### src/rtl/imm_extend_pipe_pkg.sv
`default_nettype none
// ============================================================================
// Module   : imm_extend_pipe_pkg
// Purpose  : Shared decode constants for the pipelined immediate generator.
// Revision : 1.0 - initial release
// ============================================================================
package imm_extend_pipe_pkg;

    typedef enum logic [1:0] {
        MODE_ALU = 2'd0,
        MODE_MEM = 2'd1,
        MODE_BR  = 2'd2,
        MODE_BAD = 2'd3
    } imm_mode_e;

    localparam logic [1:0] IMM_MODE_ALU = 2'd0;
    localparam logic [1:0] IMM_MODE_MEM = 2'd1;
    localparam logic [1:0] IMM_MODE_BR  = 2'd2;
    localparam logic [1:0] IMM_MODE_BAD = 2'd3;

    localparam int IMM_DEF_IN_W     = 24;
    localparam int IMM_DEF_OUT_W    = 32;
    localparam int IMM_DEF_ALU_W    = 8;
    localparam int IMM_DEF_MEM_W    = 12;
    localparam int IMM_DEF_BR_W     = 24;
    localparam int IMM_DEF_BR_SHIFT = 2;
    localparam int IMM_DEF_ERR_W    = 8;

endpackage
`default_nettype wire

### src/rtl/imm_extend_pipe_if.sv
`default_nettype none
// ============================================================================
// Module   : imm_extend_pipe_if
// Purpose  : Decode-side input and execute-side output handshake bundle.
// Revision : 1.0 - initial release
// ============================================================================
interface imm_extend_pipe_if #(
    parameter int IN_W  = 24,
    parameter int OUT_W = 32,
    parameter int ERR_W = 8
);
    logic             in_valid;
    logic             in_ready;
    logic [IN_W-1:0]  in_imm;
    logic [1:0]       in_mode;
    logic             in_sign;
    logic             out_valid;
    logic             out_ready;
    logic [OUT_W-1:0] out_imm;
    logic             out_err;
    logic [ERR_W-1:0] err_cnt;
    logic             err_clr;

    modport master (
        output in_valid, in_imm, in_mode, in_sign, out_ready, err_clr,
        input  in_ready, out_valid, out_imm, out_err, err_cnt
    );

    modport slave (
        input  in_valid, in_imm, in_mode, in_sign, out_ready, err_clr,
        output in_ready, out_valid, out_imm, out_err, err_cnt
    );
endinterface
`default_nettype wire

### src/rtl/imm_extend_pipe_core.sv
`default_nettype none
// ============================================================================
// Module   : imm_ext_core
// Purpose  : Combinational field select, sign/zero extension and branch scaling.
// Revision : 1.0 - initial release
// ============================================================================
module imm_ext_core
    import imm_extend_pipe_pkg::*;
#(
    parameter int IN_W     = IMM_DEF_IN_W,
    parameter int OUT_W    = IMM_DEF_OUT_W,
    parameter int ALU_W    = IMM_DEF_ALU_W,
    parameter int MEM_W    = IMM_DEF_MEM_W,
    parameter int BR_W     = IMM_DEF_BR_W,
    parameter int BR_SHIFT = IMM_DEF_BR_SHIFT
) (
    input  wire logic [IN_W-1:0]  in_imm,
    input  wire logic [1:0]       in_mode,
    input  wire logic             in_sign,
    output logic      [OUT_W-1:0] ext,
    output logic                  err
);

    logic [ALU_W-1:0] w_alu_f;
    logic [MEM_W-1:0] w_mem_f;
    logic [BR_W-1:0]  w_br_f;
    logic [OUT_W-1:0] w_alu_ext;
    logic [OUT_W-1:0] w_mem_ext;
    logic [OUT_W-1:0] w_br_ext;

    assign w_alu_f = in_imm[ALU_W-1:0];
    assign w_mem_f = in_imm[MEM_W-1:0];
    assign w_br_f  = in_imm[BR_W-1:0];

    // A size cast of a signed operand replicates its top bit.
    assign w_alu_ext = in_sign ? OUT_W'($signed(w_alu_f)) : OUT_W'(w_alu_f);
    assign w_mem_ext = in_sign ? OUT_W'($signed(w_mem_f)) : OUT_W'(w_mem_f);
    assign w_br_ext  = in_sign ? OUT_W'($signed(w_br_f))  : OUT_W'(w_br_f);

    always_comb begin
        ext = '0;
        err = 1'b0;
        case (in_mode)
            IMM_MODE_ALU: ext = w_alu_ext;
            IMM_MODE_MEM: ext = w_mem_ext;
            IMM_MODE_BR:  ext = w_br_ext << BR_SHIFT;
            default:      err = 1'b1;
        endcase
    end

endmodule
`default_nettype wire

### src/rtl/imm_extend_pipe.sv
`default_nettype none
// ============================================================================
// Module   : imm_extend_pipe
// Purpose  : Registered immediate generator with skid buffer and error counter.
// Revision : 1.0 - initial release
// ============================================================================
module imm_extend_pipe
    import imm_extend_pipe_pkg::*;
#(
    parameter int IN_W     = IMM_DEF_IN_W,
    parameter int OUT_W    = IMM_DEF_OUT_W,
    parameter int ALU_W    = IMM_DEF_ALU_W,
    parameter int MEM_W    = IMM_DEF_MEM_W,
    parameter int BR_W     = IMM_DEF_BR_W,
    parameter int BR_SHIFT = IMM_DEF_BR_SHIFT,
    parameter int ERR_W    = IMM_DEF_ERR_W
) (
    input wire logic         clk,
    input wire logic         rst_n,
    imm_extend_pipe_if.slave bus
);

    generate
        if (IN_W < 1 || OUT_W < 1 || ALU_W < 1 || MEM_W < 1 || BR_W < 1 ||
            ERR_W < 1 || BR_SHIFT < 0 ||
            ALU_W > IN_W || MEM_W > IN_W || BR_W > IN_W ||
            BR_W + BR_SHIFT > OUT_W) begin : g_bad_params
            $fatal(1, "imm_extend_pipe: illegal width parameters");
        end
    endgenerate

    logic [OUT_W-1:0] w_ext;
    logic             w_ext_err;
    logic             w_in_ready;
    logic             w_accept;
    logic             w_out_load;

    logic             r_out_valid;
    logic [OUT_W-1:0] r_out_imm;
    logic             r_out_err;
    logic             r_skid_valid;
    logic [OUT_W-1:0] r_skid_imm;
    logic             r_skid_err;
    logic [ERR_W-1:0] r_err_cnt;

    imm_ext_core #(
        .IN_W     (IN_W),
        .OUT_W    (OUT_W),
        .ALU_W    (ALU_W),
        .MEM_W    (MEM_W),
        .BR_W     (BR_W),
        .BR_SHIFT (BR_SHIFT)
    ) u_core (
        .in_imm  (bus.in_imm),
        .in_mode (bus.in_mode),
        .in_sign (bus.in_sign),
        .ext     (w_ext),
        .err     (w_ext_err)
    );

    assign w_in_ready = rst_n && !r_skid_valid;
    assign w_accept   = bus.in_valid && w_in_ready;
    assign w_out_load = !r_out_valid || bus.out_ready;

    // The skid entry is always older than any new input, so it drains first.
    always_ff @(posedge clk) begin
        if (!rst_n) begin
            r_out_valid  <= 1'b0;
            r_out_imm    <= '0;
            r_out_err    <= 1'b0;
            r_skid_valid <= 1'b0;
            r_skid_imm   <= '0;
            r_skid_err   <= 1'b0;
        end else if (w_out_load) begin
            if (r_skid_valid) begin
                r_out_valid  <= 1'b1;
                r_out_imm    <= r_skid_imm;
                r_out_err    <= r_skid_err;
                r_skid_valid <= w_accept;
                if (w_accept) begin
                    r_skid_imm <= w_ext;
                    r_skid_err <= w_ext_err;
                end
            end else if (w_accept) begin
                r_out_valid <= 1'b1;
                r_out_imm   <= w_ext;
                r_out_err   <= w_ext_err;
            end else begin
                r_out_valid <= 1'b0;
            end
        end else if (w_accept) begin
            r_skid_valid <= 1'b1;
            r_skid_imm   <= w_ext;
            r_skid_err   <= w_ext_err;
        end
    end

    always_ff @(posedge clk) begin
        if (!rst_n) begin
            r_err_cnt <= '0;
        end else if (bus.err_clr) begin
            r_err_cnt <= '0;
        end else if (w_accept && w_ext_err && (r_err_cnt != '1)) begin
            r_err_cnt <= r_err_cnt + ERR_W'(1);
        end
    end

    assign bus.in_ready  = w_in_ready;
    assign bus.out_valid = r_out_valid;
    assign bus.out_imm   = r_out_imm;
    assign bus.out_err   = r_out_err;
    assign bus.err_cnt   = r_err_cnt;

endmodule
`default_nettype wire

### src/flat_wrapper.sv
// flat-port wrapper written by rule: the top's interface ports become plain ports
module imm_extend_pipe_flat import imm_extend_pipe_pkg::*;
#(
    parameter int IN_W     = IMM_DEF_IN_W,
    parameter int OUT_W    = IMM_DEF_OUT_W,
    parameter int ALU_W    = IMM_DEF_ALU_W,
    parameter int MEM_W    = IMM_DEF_MEM_W,
    parameter int BR_W     = IMM_DEF_BR_W,
    parameter int BR_SHIFT = IMM_DEF_BR_SHIFT,
    parameter int ERR_W    = IMM_DEF_ERR_W
)
  (clk, rst_n, bus_in_valid, bus_in_imm, bus_in_mode, bus_in_sign, bus_out_ready, bus_err_clr, bus_in_ready, bus_out_valid, bus_out_imm, bus_out_err, bus_err_cnt);
  imm_extend_pipe_if #(.IN_W(IN_W), .OUT_W(OUT_W), .ERR_W(ERR_W)) bus_i ();
  input wire logic clk;
  input wire logic rst_n;
  input wire logic [$bits(bus_i.in_valid)-1:0] bus_in_valid;
  input wire logic [$bits(bus_i.in_imm)-1:0] bus_in_imm;
  input wire logic [$bits(bus_i.in_mode)-1:0] bus_in_mode;
  input wire logic [$bits(bus_i.in_sign)-1:0] bus_in_sign;
  input wire logic [$bits(bus_i.out_ready)-1:0] bus_out_ready;
  input wire logic [$bits(bus_i.err_clr)-1:0] bus_err_clr;
  output wire logic [$bits(bus_i.in_ready)-1:0] bus_in_ready;
  output wire logic [$bits(bus_i.out_valid)-1:0] bus_out_valid;
  output wire logic [$bits(bus_i.out_imm)-1:0] bus_out_imm;
  output wire logic [$bits(bus_i.out_err)-1:0] bus_out_err;
  output wire logic [$bits(bus_i.err_cnt)-1:0] bus_err_cnt;
  assign bus_i.in_valid = bus_in_valid;
  assign bus_i.in_imm = bus_in_imm;
  assign bus_i.in_mode = bus_in_mode;
  assign bus_i.in_sign = bus_in_sign;
  assign bus_i.out_ready = bus_out_ready;
  assign bus_i.err_clr = bus_err_clr;
  assign bus_in_ready = bus_i.in_ready;
  assign bus_out_valid = bus_i.out_valid;
  assign bus_out_imm = bus_i.out_imm;
  assign bus_out_err = bus_i.out_err;
  assign bus_err_cnt = bus_i.err_cnt;
  imm_extend_pipe #(.IN_W(IN_W), .OUT_W(OUT_W), .ALU_W(ALU_W), .MEM_W(MEM_W), .BR_W(BR_W), .BR_SHIFT(BR_SHIFT), .ERR_W(ERR_W)) u_core (.clk(clk), .rst_n(rst_n), .bus(bus_i));
endmodule
### config.mk
export PLATFORM = sky130hd
export DESIGN_NAME = imm_extend_pipe_flat
export DESIGN_NICKNAME = d
export VERILOG_FILES = /design/src/rtl/imm_extend_pipe_pkg.sv /design/src/rtl/imm_extend_pipe_if.sv /design/src/rtl/imm_extend_pipe_core.sv /design/src/rtl/imm_extend_pipe.sv /design/src/flat_wrapper.sv
export SDC_FILE = /design/constraint.sdc
export NUM_CORES = 1
export LEC_CHECK = 0
export ABC_CLOCK_PERIOD_IN_PS = 2700
export BUFFER_PORTS_ARGS = -buffer_cell sky130_fd_sc_hd__buf_2
export CAP_MARGIN = 0
export CORE_ASPECT_RATIO = 1.4
export CORE_MARGIN = 5
export CORE_UTILIZATION = 53
export CTS_CLUSTER_DIAMETER = 60
export DETAILED_ROUTE_END_ITERATION = 10
export HOLD_SLACK_MARGIN = 0.03
export PLACE_DENSITY = 0.79
export SYNTH_ARGS = -nofsm -noshare
export SYNTH_HDL_FRONTEND = slang
export SYNTH_SLANG_ARGS = --single-unit
### constraint.sdc
create_clock -name clk -period 2.7 [get_ports clk]
set_input_delay 0.54 -clock clk [delete_from_list [all_inputs] [get_ports clk]]
set_output_delay 0.54 -clock clk [all_outputs]
set_load 0.005 [all_outputs]
==> reports/qor.yml, run 1 <==
status: "finished clean"
first_global_vias: 2903
hold_path.class: "reg2reg"
cts_buffer_depth: 2
worst_hold_path.endpoint: "u_core.r_skid_imm[30]$_SDFFE_PN0P_"
die_y_um: 100.2
finalSetupViolations: 0
io_pins: 75
min_from: "u_core.r_skid_imm[30]$_SDFFE_PN0P_"
drv_cap: 0
seqCellArea_um2: 1321
synth_edf_count: 0
synth_seq_area_share_pct: 42.93
wl_per_cell_um: 16.29
drt-initial-drc-count: 180
r2r_cells: 5
drt_wl_total_um: 8228
fin_crit_ns: 2.007
die_w_um: 74.41
min_period_over_period_pct: 74.35
fill_cells: 496
clock_latency_ns: 0.34
synth.distinct_cells: 47
syn2layout_area_growth_pct: 18.58
final_cells: 505
synth_top_cell_area_share_pct: 42.93
start_util_pct: 55.31
crit_arrival_ns: 2.26
root_buffer: "clkbuf_8"
grt.overflow.total: 0
drc: 0
hold_slack_ns: 0.4595
n_antenna_cell: 0
tightest_slew_ns: 0.5851
first_pass_iters: 4
gp_congestion: 0.8428
yosysWarnings: 0
postCtsHoldBufs: 0
path_class: "reg2reg"
hold_violations: 0
place_ws_ns: 0.5181
reg2reg_slack_ns: 0.69
drv_slew: 0
required_ns: 2.95
ys.flop_type: "dfxtp_1"
async_flop_share_pct: 0
whs_path_depth: 2
antenna_found_initial: 0
start_kind: "flop"
netlist_area_um2: 3078
clk_pin_slew_ns: 0.08
slew_headroom_pct: 60.63
max_freq_mhz: 498.2
fin_nets: 465
synthCells: 374
grt_setup_unrepaired: "false"
crit_path_max_fanout: 35
postCtsSetupBuffers: 0
core_area_um2: 5565
setup-tns-final_ns: 0
p_leak_uw: 0.001470
port-buffer-count: 74
grt_max_degree: 52
synthTopCellsByCount: "66 x dfxtp_1, 52 x nand2_1, 34 x a21oi_1"
place_inst: 489
synth_largest_area_cell: "dfxtp_1"
final_layout_size_suffix_gt1_share_pct: 23.80
fin_worst_skew_ns: 0.004836
p_per_area_nw_per_um2: 574.4
vdd_drop_max_uv: 440.6
finalWorstSetupSlack_ns: 0.6926
yosys-top-cells-area: "dfxtp_1 43%, nand2_1 6.3%, a21oi_1 5.5%"
via_per_inst: 6.002
drtAntennaViolNets: 0
r2r-start: "u_core.r_skid_valid$_SDFFE_PN0P_"
vias: 3031
r2r_end: "u_core.bus.out_imm[4]$_SDFFE_PN0P_"
cts_buffers: 9
multiInputGateArea_um2: 1577
cts_tree: "done"
syn-num-nets: 407
grt_pass1_wl_um: 13460
dieArea_um2: 7453
cts_resized: 0
cts_max_level: 3
end_kind: "flop"
rows: 32
numClockSinks: 66
hpwlAfterDp_um: 5547
grt_usage_pct: 22.61
synth_most_common_cell: "dfxtp_1"
synth-seq-cells: 66
synth_area_per_cell_um2: 8.230
==> routing by layer <==
| metal | wire length [µm] | GRT usage, % |
|---|---|---|
| met1 | 3404 | 28.09 |
| met5 | 0 | 0 |
| met2 | 4004 | 36.76 |
| met3 | 587 | 3.808 |
| met4 | 231 | 11.92 |
==> flip-flops by register name, summed over array words and instances, names as in the netlist <==
register / cells
u_core.bus.out_imm: 27
u_core.r_skid_imm: 27
u_core.bus.err_cnt: 8
u_core.bus.out_err: 1
u_core.bus.out_valid: 1
u_core.r_skid_err: 1
u_core.r_skid_valid: 1
==> area by class of cell <==
type / instances / area share (%)
multi-input combinational: 267 / 43.20
sequential: 66 / 36.20
timing repair buffer: 84 / 12.55
clock buffer: 9 / 3.394
tap: 68 / 2.331
clock inverter: 7 / 1.920
inverter: 4 / 0.4114
==> where the power goes <==
| part | leakage [µW] | total [µW] | switching [µW] | internal [µW] |
|---|---|---|---|---|
| Sequential | 0.000536 | 1030 | 21.6 | 1010 |
| Combinational | 0.000847 | 253 | 147 | 107 |
| Clock | 0.0000873 | 811 | 389 | 422 |
| Total | 0.00147 | 2100 | 558 | 1540 |
==> worst max-delay path by stage <==
stage | end | slack (ns) | from | depth (start not counted)
after global routing | u_core.bus.out_imm[4]$_SDFFE_PN0P_ | 0.53 | u_core.r_skid_valid$_SDFFE_PN0P_ | 5
after detailed placement | u_core.bus.out_imm[25]$_SDFFE_PN0P_ | 0.52 | bus_in_mode[0] | 5
after CTS | u_core.bus.out_imm[4]$_SDFFE_PN0P_ | 0.72 | u_core.r_skid_valid$_SDFFE_PN0P_ | 5
after floorplan | u_core.bus.err_cnt[6]$_SDFFE_PP0P_ | 0.97 | bus_in_mode[0] | 5
after global placement | u_core.bus.out_imm[25]$_SDFFE_PN0P_ | 0.52 | bus_in_mode[0] | 5
final | u_core.bus.out_imm[4]$_SDFFE_PN0P_ | 0.69 | u_core.r_skid_valid$_SDFFE_PN0P_ | 5
==> cells in the final DEF, fill, tap and decap left out, drive strengths merged, types with 4 or more instances in the layout <==
cell and count:
buf 84, o221ai 14, o211a 13, and2 5
clkbuf 9, and3 4, o21ai 23, nand3b 5
o32ai 5, a31oi 5, nor2b 8, nand4 16
a211oi 12, nand2 53, a21oi 34, nand3 8
clkinvlp 4, dfxtp 66, nor2 24
==> per-stage QoR <==
step | util, % | instance area (µm²) | total power [µW]
6_report | 65.58 | 3650 | 2096
5_1_grt | 65.58 | 3650 | 2185
4_1_cts | 65.58 | 3650 | 2102
3_5_place_dp | 62.10 | 3456 | 1306
3_3_place_gp | 62.10 | 3456 | 1301
2_1_floorplan | - | 3078 | 1210
==> worst max-delay path, cell delays in order (launching register included) <==
cell	delay, ns
dfxtp_1	0.69
a21oi_1	0.13
nor2_2	0.13
buf_4	0.38
nand2_1	0.26
o32ai_1	0.33
==> cell families after synthesis <==
logic type               after synthesis  synth area share (%)
AO/OA/AOI/OAI                        121                 26.63
XOR/XNOR                               1                0.2846
adder cells (fa/ha/maj)                1                0.4064
buffers and inverters                 41                 5.935
flip-flops                            66                 42.93
multiplexers                           1                0.3252
AND/OR/NAND/NOR                      143                 23.50
Note: power is estimated with default switching activity, not from simulation.
==> run 2: changes to the inputs <==
--- a/config.mk
+++ b/config.mk
@@ -5,16 +5,16 @@
 export SDC_FILE = /design/constraint.sdc
 export NUM_CORES = 1
 export LEC_CHECK = 0
-export ABC_CLOCK_PERIOD_IN_PS = 2700
+export ABC_CLOCK_PERIOD_IN_PS = 1700
 export BUFFER_PORTS_ARGS = -buffer_cell sky130_fd_sc_hd__buf_2
 export CAP_MARGIN = 0
 export CORE_ASPECT_RATIO = 1.4
 export CORE_MARGIN = 5
-export CORE_UTILIZATION = 53
+export CORE_UTILIZATION = 48
 export CTS_CLUSTER_DIAMETER = 60
 export DETAILED_ROUTE_END_ITERATION = 10
 export HOLD_SLACK_MARGIN = 0.03
-export PLACE_DENSITY = 0.79
+export PLACE_DENSITY = 0.76
 export SYNTH_ARGS = -nofsm -noshare
 export SYNTH_HDL_FRONTEND = slang
 export SYNTH_SLANG_ARGS = --single-unit
==> constraint.sdc (replaced) <==
create_clock -name clk -period 1.7 [get_ports clk]
set_input_delay 0.34 -clock clk [delete_from_list [all_inputs] [get_ports clk]]
set_output_delay 0.34 -clock clk [all_outputs]
set_load 0.005 [all_outputs]
==> reports/qor.yml, run 2 (synthesis results as in run 1) <==
pwr-share-seq_pct: 48.5  # -0.7 points
cts_tree: "done"
cts_max_level: 3  # unchanged
p_comb_share_pct: 12.7  # +0.6 points
final_layout_size_suffix_gt1_share_pct: 26.34  # +2.5 points
r2r_cells: 5  # unchanged
grt_setup_unrepaired: "false"
clock_latency_ns: 0.34  # about the same
dr_wl_met2_um: 4245  # +6.0%
die_y_um: 104.8  # +4.6%
hold_slack_ns: 0.2974  # -0.1621 ns
finalWorstSetupSlack_ns: 0.04222  # -0.6504 ns
end_kind: "flop"
port-buffer-count: 74  # unchanged
drv_cap: 0  # unchanged
antenna_found_initial: 0  # unchanged
root_buffer: "clkbuf_8"
crit_arrival_ns: 1.93  # -0.33 ns
switching_share_pct: 25.22  # -1.4 points
tightest_slew_ns: 0.4153  # -0.1698 ns
die_w_um: 77.68  # +4.4%
layout_common_cells: "74 x buf_2, 65 x dfxtp_1, 52 x nand2_1"
gp_congestion: 0.8318  # -1.3%
drtAntennaViolNets: 0  # unchanged
endpoint: "u_core.bus.err_cnt[6]$_SDFFE_PP0P_"
vias: 3090  # +1.9%
drt_wl_total_um: 8306  # +0.95%
core_area_um2: 6211  # +12%
grt.overflow.total: 0  # unchanged
clk_pin_slew_ns: 0.07  # about the same
fin_crit_ns: 1.658  # -0.3496 ns
p_leak_uw: 0.001544  # +5.0%
clkPwrFrac_pct: 38.8  # about the same
drt-initial-drc-count: 194  # +7.8%
fin_worst_skew_ns: 0.007183  # +0.002347 ns
rows: 34  # +6.3%
status: "finished clean"
grt_max_degree: 52  # unchanged
final_common_cell: "buf_2"
min_period_over_period_pct: 97.52  # +23 points
drv_slew: 0  # unchanged
drc: 0  # unchanged
wl_met1_um: 3432  # +0.82%
fill_cells: 562  # +13%
finalSetupViolations: 0  # unchanged
r2r_end: "u_core.bus.err_cnt[6]$_SDFFE_PP0P_"
max_freq_mhz: 603.2  # +21%
crit_path_max_fanout: 6  # -83%
postCtsHoldBufs: 0  # unchanged
hpwlAfterDp_um: 5650  # +1.9%
cts_buffers: 9  # unchanged
reg2reg_slack_ns: 0.04  # -0.65 ns
cts_buffer_depth: 2  # unchanged
vdd_drop_max_uv: 536.6  # +22%
grt_pass1_wl_um: 13800  # +2.5%
dieArea_um2: 8136  # +9.2%
seqCellArea_um2: 1323  # about the same
first_global_vias: 2923  # +0.69%
wl_per_cell_um: 15.97  # -2.0%
p_sw_uw: 850.3  # +53%
syn2layout_area_growth_pct: 22.56
start_kind: "flop"
r2r-start: "u_core.bus.err_cnt[0]$_SDFFE_PP0P_"
p_per_area_nw_per_um2: 893.7  # +56%
path_class: "reg2reg"
hold_violations: 0  # unchanged
place_ws_ns: 0.05019  # -0.4679 ns
numClockSinks: 66  # unchanged
start_util_pct: 49.56  # -5.7 points
via_per_inst: 5.942  # -0.99%
hold_path.class: "in2reg"
setup-tns-final_ns: 0  # unchanged
io_pins: 75  # unchanged
worstSetupStartpoint: "u_core.bus.err_cnt[0]$_SDFFE_PP0P_"
grt_usage_pct: 20.56  # -2.1 points
fin_nets: 476  # +2.4%
first_pass_iters: 4  # unchanged
multiInputGateArea_um2: 1587  # +0.63%
wl_met3_um: 501  # -15%
n_antenna_cell: 0  # unchanged
slew_headroom_pct: 71.60  # +11 points
p_int_uw: 2521  # +64%
required_ns: 1.97  # -0.98 ns
dr.max_layer_used: "met4"
==> run 2: cell types whose count changed in the layout (fill, tap and decap cells not counted), sizes merged <==
| cell | previous run | this run |
|---|---|---|
| buf | 84 | 95 |
| clkbuf | 9 | 15 |
| clkinvlp | 4 | 0 |
| bufinv | 1 | 0 |
| clkinv | 3 | 2 |
==> run 2: timing repair <==
item	CTS	global route
resized for setup	0	5
endpoints found under the setup margin	0	3
setup buffers	0	0
==> run 2: per-layer routing <==
layer	vias up	global-route usage, %
li1	1518	-
met1	1471	24.65
met2	90	34.05
met3	11	5.422
met4	0	9.091
met5	-	0
==> run 2: worst min-delay path by stage <==
stage	from	to	slack, ns	depth (start not counted)
after global routing	bus_in_imm[1]	u_core.r_skid_imm[1]$_SDFFE_PN0P_	0.29	3
final	bus_in_imm[1]	u_core.r_skid_imm[1]$_SDFFE_PN0P_	0.30	3
after global placement	u_core.r_skid_imm[0]$_SDFFE_PN0P_	u_core.r_skid_imm[0]$_SDFFE_PN0P_	0.44	2
after floorplan	u_core.r_skid_err$_SDFFE_PN0P_	u_core.r_skid_err$_SDFFE_PN0P_	0.43	2
after detailed placement	u_core.r_skid_imm[0]$_SDFFE_PN0P_	u_core.r_skid_imm[0]$_SDFFE_PN0P_	0.45	2
after CTS	bus_in_imm[1]	u_core.r_skid_imm[1]$_SDFFE_PN0P_	0.28	3
==> run 2: area by class of cell <==
| type | count | area share, % |
|---|---|---|
| clock inverter | 1 | 0.1327 |
| clock buffer | 15 | 5.207 |
| inverter | 4 | 0.3980 |
| tap | 72 | 2.388 |
| sequential | 66 | 35.06 |
| multi-input combinational | 267 | 42.06 |
| timing repair buffer | 95 | 14.76 |
==> run 2: metrics by stage <==
step / cells / utilization (%) / area [µm²] / power (µW)
after floorplan: 374 / - / 3078 / 1923
after global placement: 504 / 57.25 / 3556 / 2089
after detailed placement: 504 / 57.25 / 3556 / 2095
after CTS: 520 / 60.50 / 3757 / 3395
after global routing: 520 / 60.74 / 3772 / 3512
final: 520 / 60.74 / 3772 / 3371
==> run 2: critical path, cell delays in order, from the launching register on <==
cell     delay, ns
dfxtp_1       0.35
ha_2          0.21
inv_1         0.07
or3_4         0.42
or4_4         0.42
a21oi_2       0.13
==> run 2: power by group through the flow <==
stage | registers, µW | clock network, µW | logic (µW)
CTS | 1640 | 1330 | 427
global route | 1640 | 1400 | 472
detailed placement | 1670 | 0 | 424
floorplan | 1670 | 0 | 251
finish | 1640 | 1310 | 428
global placement | 1670 | 0 | 420
==> run 3: changes to the inputs <==
--- a/config.mk
+++ b/config.mk
@@ -5,6 +5,7 @@
 export SDC_FILE = /design/constraint.sdc
 export NUM_CORES = 1
 export LEC_CHECK = 0
+export ABC_AREA = 1
 export ABC_CLOCK_PERIOD_IN_PS = 1700
 export BUFFER_PORTS_ARGS = -buffer_cell sky130_fd_sc_hd__buf_2
 export CAP_MARGIN = 0
@@ -14,7 +15,7 @@
 export CTS_CLUSTER_DIAMETER = 60
 export DETAILED_ROUTE_END_ITERATION = 10
 export HOLD_SLACK_MARGIN = 0.03
-export PLACE_DENSITY = 0.76
+export PLACE_DENSITY = 0.75
 export SYNTH_ARGS = -nofsm -noshare
 export SYNTH_HDL_FRONTEND = slang
 export SYNTH_SLANG_ARGS = --single-unit
==> reports/qor.yml, run 3 <==
crit_family: "buffers and inverters"
clk_pin_slew_ns: 0.07  # about the same
io_pins: 75  # unchanged
yosys-top-cells-area: "dfxtp_1 42%, nand2_1 12%, nor2_1 10%"
drt_wl_total_um: 8305  # about the same
setup-tns-final_ns: 0  # unchanged
synth_seq_area_share_pct: 41.67  # -1.3 points
min_period_over_period_pct: 95.86  # -1.7 points
max_freq_mhz: 613.6  # +1.7%
postCtsSetupBuffers: 0  # unchanged
numClockSinks: 66  # unchanged
hold_slack_ns: 0.2923  # -0.005056 ns
synth_most_common_cell: "nand2_1"
root_buffer: "clkbuf_8"
synth-seq-cells: 66  # unchanged
required_ns: 1.36  # -0.61 ns
tightest_slew_ns: 0.5513  # +0.1360 ns
crit_chain: "buf_4, nor2_1, buf_2"
fin_crit_ns: 1.630  # -0.02813 ns
wl_per_cell_um: 13.50  # -15%
cts_tree: "done"
r2r-start: "u_core.bus.err_cnt[1]$_SDFFE_PP0P_"
ys.flop_type: "dfxtp_1"
grt_max_degree: 55  # +5.8%
port-buffer-count: 74  # unchanged
multiInputGateArea_um2: 1524  # -3.9%
critPathSlowestCell: "dfxtp_1"
final_layout_size_suffix_gt1_share_pct: 20.52  # -5.8 points
start_util_pct: 48.59  # -0.97 points
p_per_area_nw_per_um2: 895.6  # +0.22%
first_pass_iters: 5  # +1
die_y_um: 106.2  # +1.4%
synth_largest_area_cell: "dfxtp_1"
async_flop_share_pct: 0  # unchanged
crit_path_max_fanout: 31  # +25
hpwlAfterDp_um: 5479  # -3.0%
via_per_inst: 5.169  # -13%
grt_setup_unrepaired: "false"
clock_latency_ns: 0.35  # about the same
yosysWarnings: 0  # unchanged
seqCellArea_um2: 1321  # about the same
cpPeakStageDelay_ns: 0.36  # -0.06 ns
path_class: "reg2out"
syn2layout_area_growth_pct: 17.72
final_common_cell: "nand2_1"
p_leak_uw: 0.001945  # +26%
n_antenna_cell: 0  # unchanged
hold_path.class: "in2reg"
synth_top_cell_area_share_pct: 41.67  # -1.3 points
cp_num_buf_inv: 2  # +1
grt_pass1_wl_um: 13970  # +1.2%
layout_common_cells: "102 x nand2_1, 87 x nor2_1, 74 x buf_2"
synth_edf_count: 0  # unchanged
synthCells: 473  # +26%
die_w_um: 78.69  # +1.3%
fin_nets: 569  # +20%
drv_cap: 0  # unchanged
r2r_cells: 8  # +3
core_area_um2: 6525  # +5.1%
start_kind: "flop"
antenna_found_initial: 0  # unchanged
slew_headroom_pct: 63.16  # -8.4 points
fin_worst_skew_ns: 0.009773  # +0.002590 ns
drtAntennaViolNets: 0  # unchanged
cts_resized: 0  # unchanged
finalSetupViolations: 0  # unchanged
r2r_end: "u_core.bus.err_cnt[0]$_SDFFE_PP0P_"
end_kind: "output pin"
whs_path_depth: 4  # +1
synth.distinct_cells: 26  # -45%
reg2reg_slack_ns: 0.23  # +0.19 ns
cts_max_level: 3  # unchanged
worst_hold_path.endpoint: "u_core.bus.err_cnt[6]$_SDFFE_PP0P_"
gp_congestion: 0.8774  # +5.5%
grt.overflow.total: 0  # unchanged
min_from: "bus_err_clr"
rows: 35  # +2.9%
drv_slew: 0  # unchanged
first_global_vias: 3080  # +5.4%
dieArea_um2: 8354  # +2.7%
crit_arrival_ns: 1.29  # -0.64 ns
vdd_drop_max_uv: 786.5  # +47%
synthTopCellsByCount: "102 x nand2_1, 87 x nor2_1, 66 x dfxtp_1"
cts_buffers: 9  # unchanged
syn-num-nets: 506  # +24%
design_area_um2: 3732  # -1.1%
synth_area_per_cell_um2: 6.703  # -19%
place_inst: 599  # +19%
netlist_area_um2: 3171  # +3.0%
cts_buffer_depth: 2  # unchanged
postCtsHoldBufs: 0  # unchanged
vias: 3179  # +2.9%
final_cells: 615  # +18%
postPlaceCellArea_um2: 3535  # -0.60%
drt-initial-drc-count: 201  # +3.6%
hold_violations: 0  # unchanged
fill_cells: 665  # +18%
status: "finished clean"
drc: 0  # unchanged
grt_usage_pct: 20.56  # about the same
power_uw: 3343  # -0.85%
==> run 3: per-stage QoR <==
stage,utilization (%),worst slack [ns]
2_1_floorplan,-,0.4030
3_3_place_gp,54.17,0.04137
6_report,57.20,0.07035
3_5_place_dp,54.17,0.009470
4_1_cts,57.20,0.05765
5_1_grt,57.20,0.009342
==> run 3: area by class of cell <==
class	instances	share of cell area, %
Multi-Input combinational cell	337	40.83
Tap cell	74	2.481
Clock inverter	2	0.9387
Timing Repair Buffer	83	12.07
Inverter	39	3.922
Clock buffer	14	4.358
Sequential cell	66	35.40
==> run 3: cell families after synthesis <==
kind of cell    share of synthesized area (%)
fa+ha+maj                              0.3946
xor+xnor                               0.8289
simple gates                            29.52
flops                                   41.67
compound gates                          17.32
buf+inv                                 10.26
==> run 3: report_power, final <==
part           leakage [µW]  total, µW  internal [µW]  switching, µW
Sequential         0.000537       1630           1610           29.4
Clock              0.000101       1330            758            575
Combinational       0.00131        376            148            227
==> run 3: tightest hold or removal path, stage by stage <==
cell and delay (ns):
buf_2 0.08, nor2_1 0.06, o21ai_0 0.08, nor2_1 0.04
==> run 3: worst max path at each step <==
stage | end | depth (start not counted) | startpoint | slack [ns]
after CTS | bus_in_ready | 3 | u_core.r_skid_valid$_SDFFE_PN0P_ | 0.06
after global placement | u_core.bus.out_imm[25]$_SDFFE_PN0P_ | 6 | bus_in_mode[1] | 0.04
after detailed placement | u_core.bus.out_imm[20]$_SDFFE_PN0P_ | 6 | bus_in_mode[1] | 0.009
after global routing | bus_in_ready | 3 | u_core.r_skid_valid$_SDFFE_PN0P_ | 0.009
final | bus_in_ready | 3 | u_core.r_skid_valid$_SDFFE_PN0P_ | 0.07
after floorplan | u_core.bus.err_cnt[0]$_SDFFE_PP0P_ | 8 | u_core.bus.err_cnt[0]$_SDFFE_PP0P_ | 0.40
==> run 3: routing by layer <==
metal | track usage, % | part of all wire [%] | routed length [µm]
met1 | 23.71 | 42 | 3457
met2 | 37.36 | 53 | 4383
met3 | 3.814 | 4.8 | 401
met4 | 7.125 | 0.75 | 62
met5 | 0 | 0 | 0
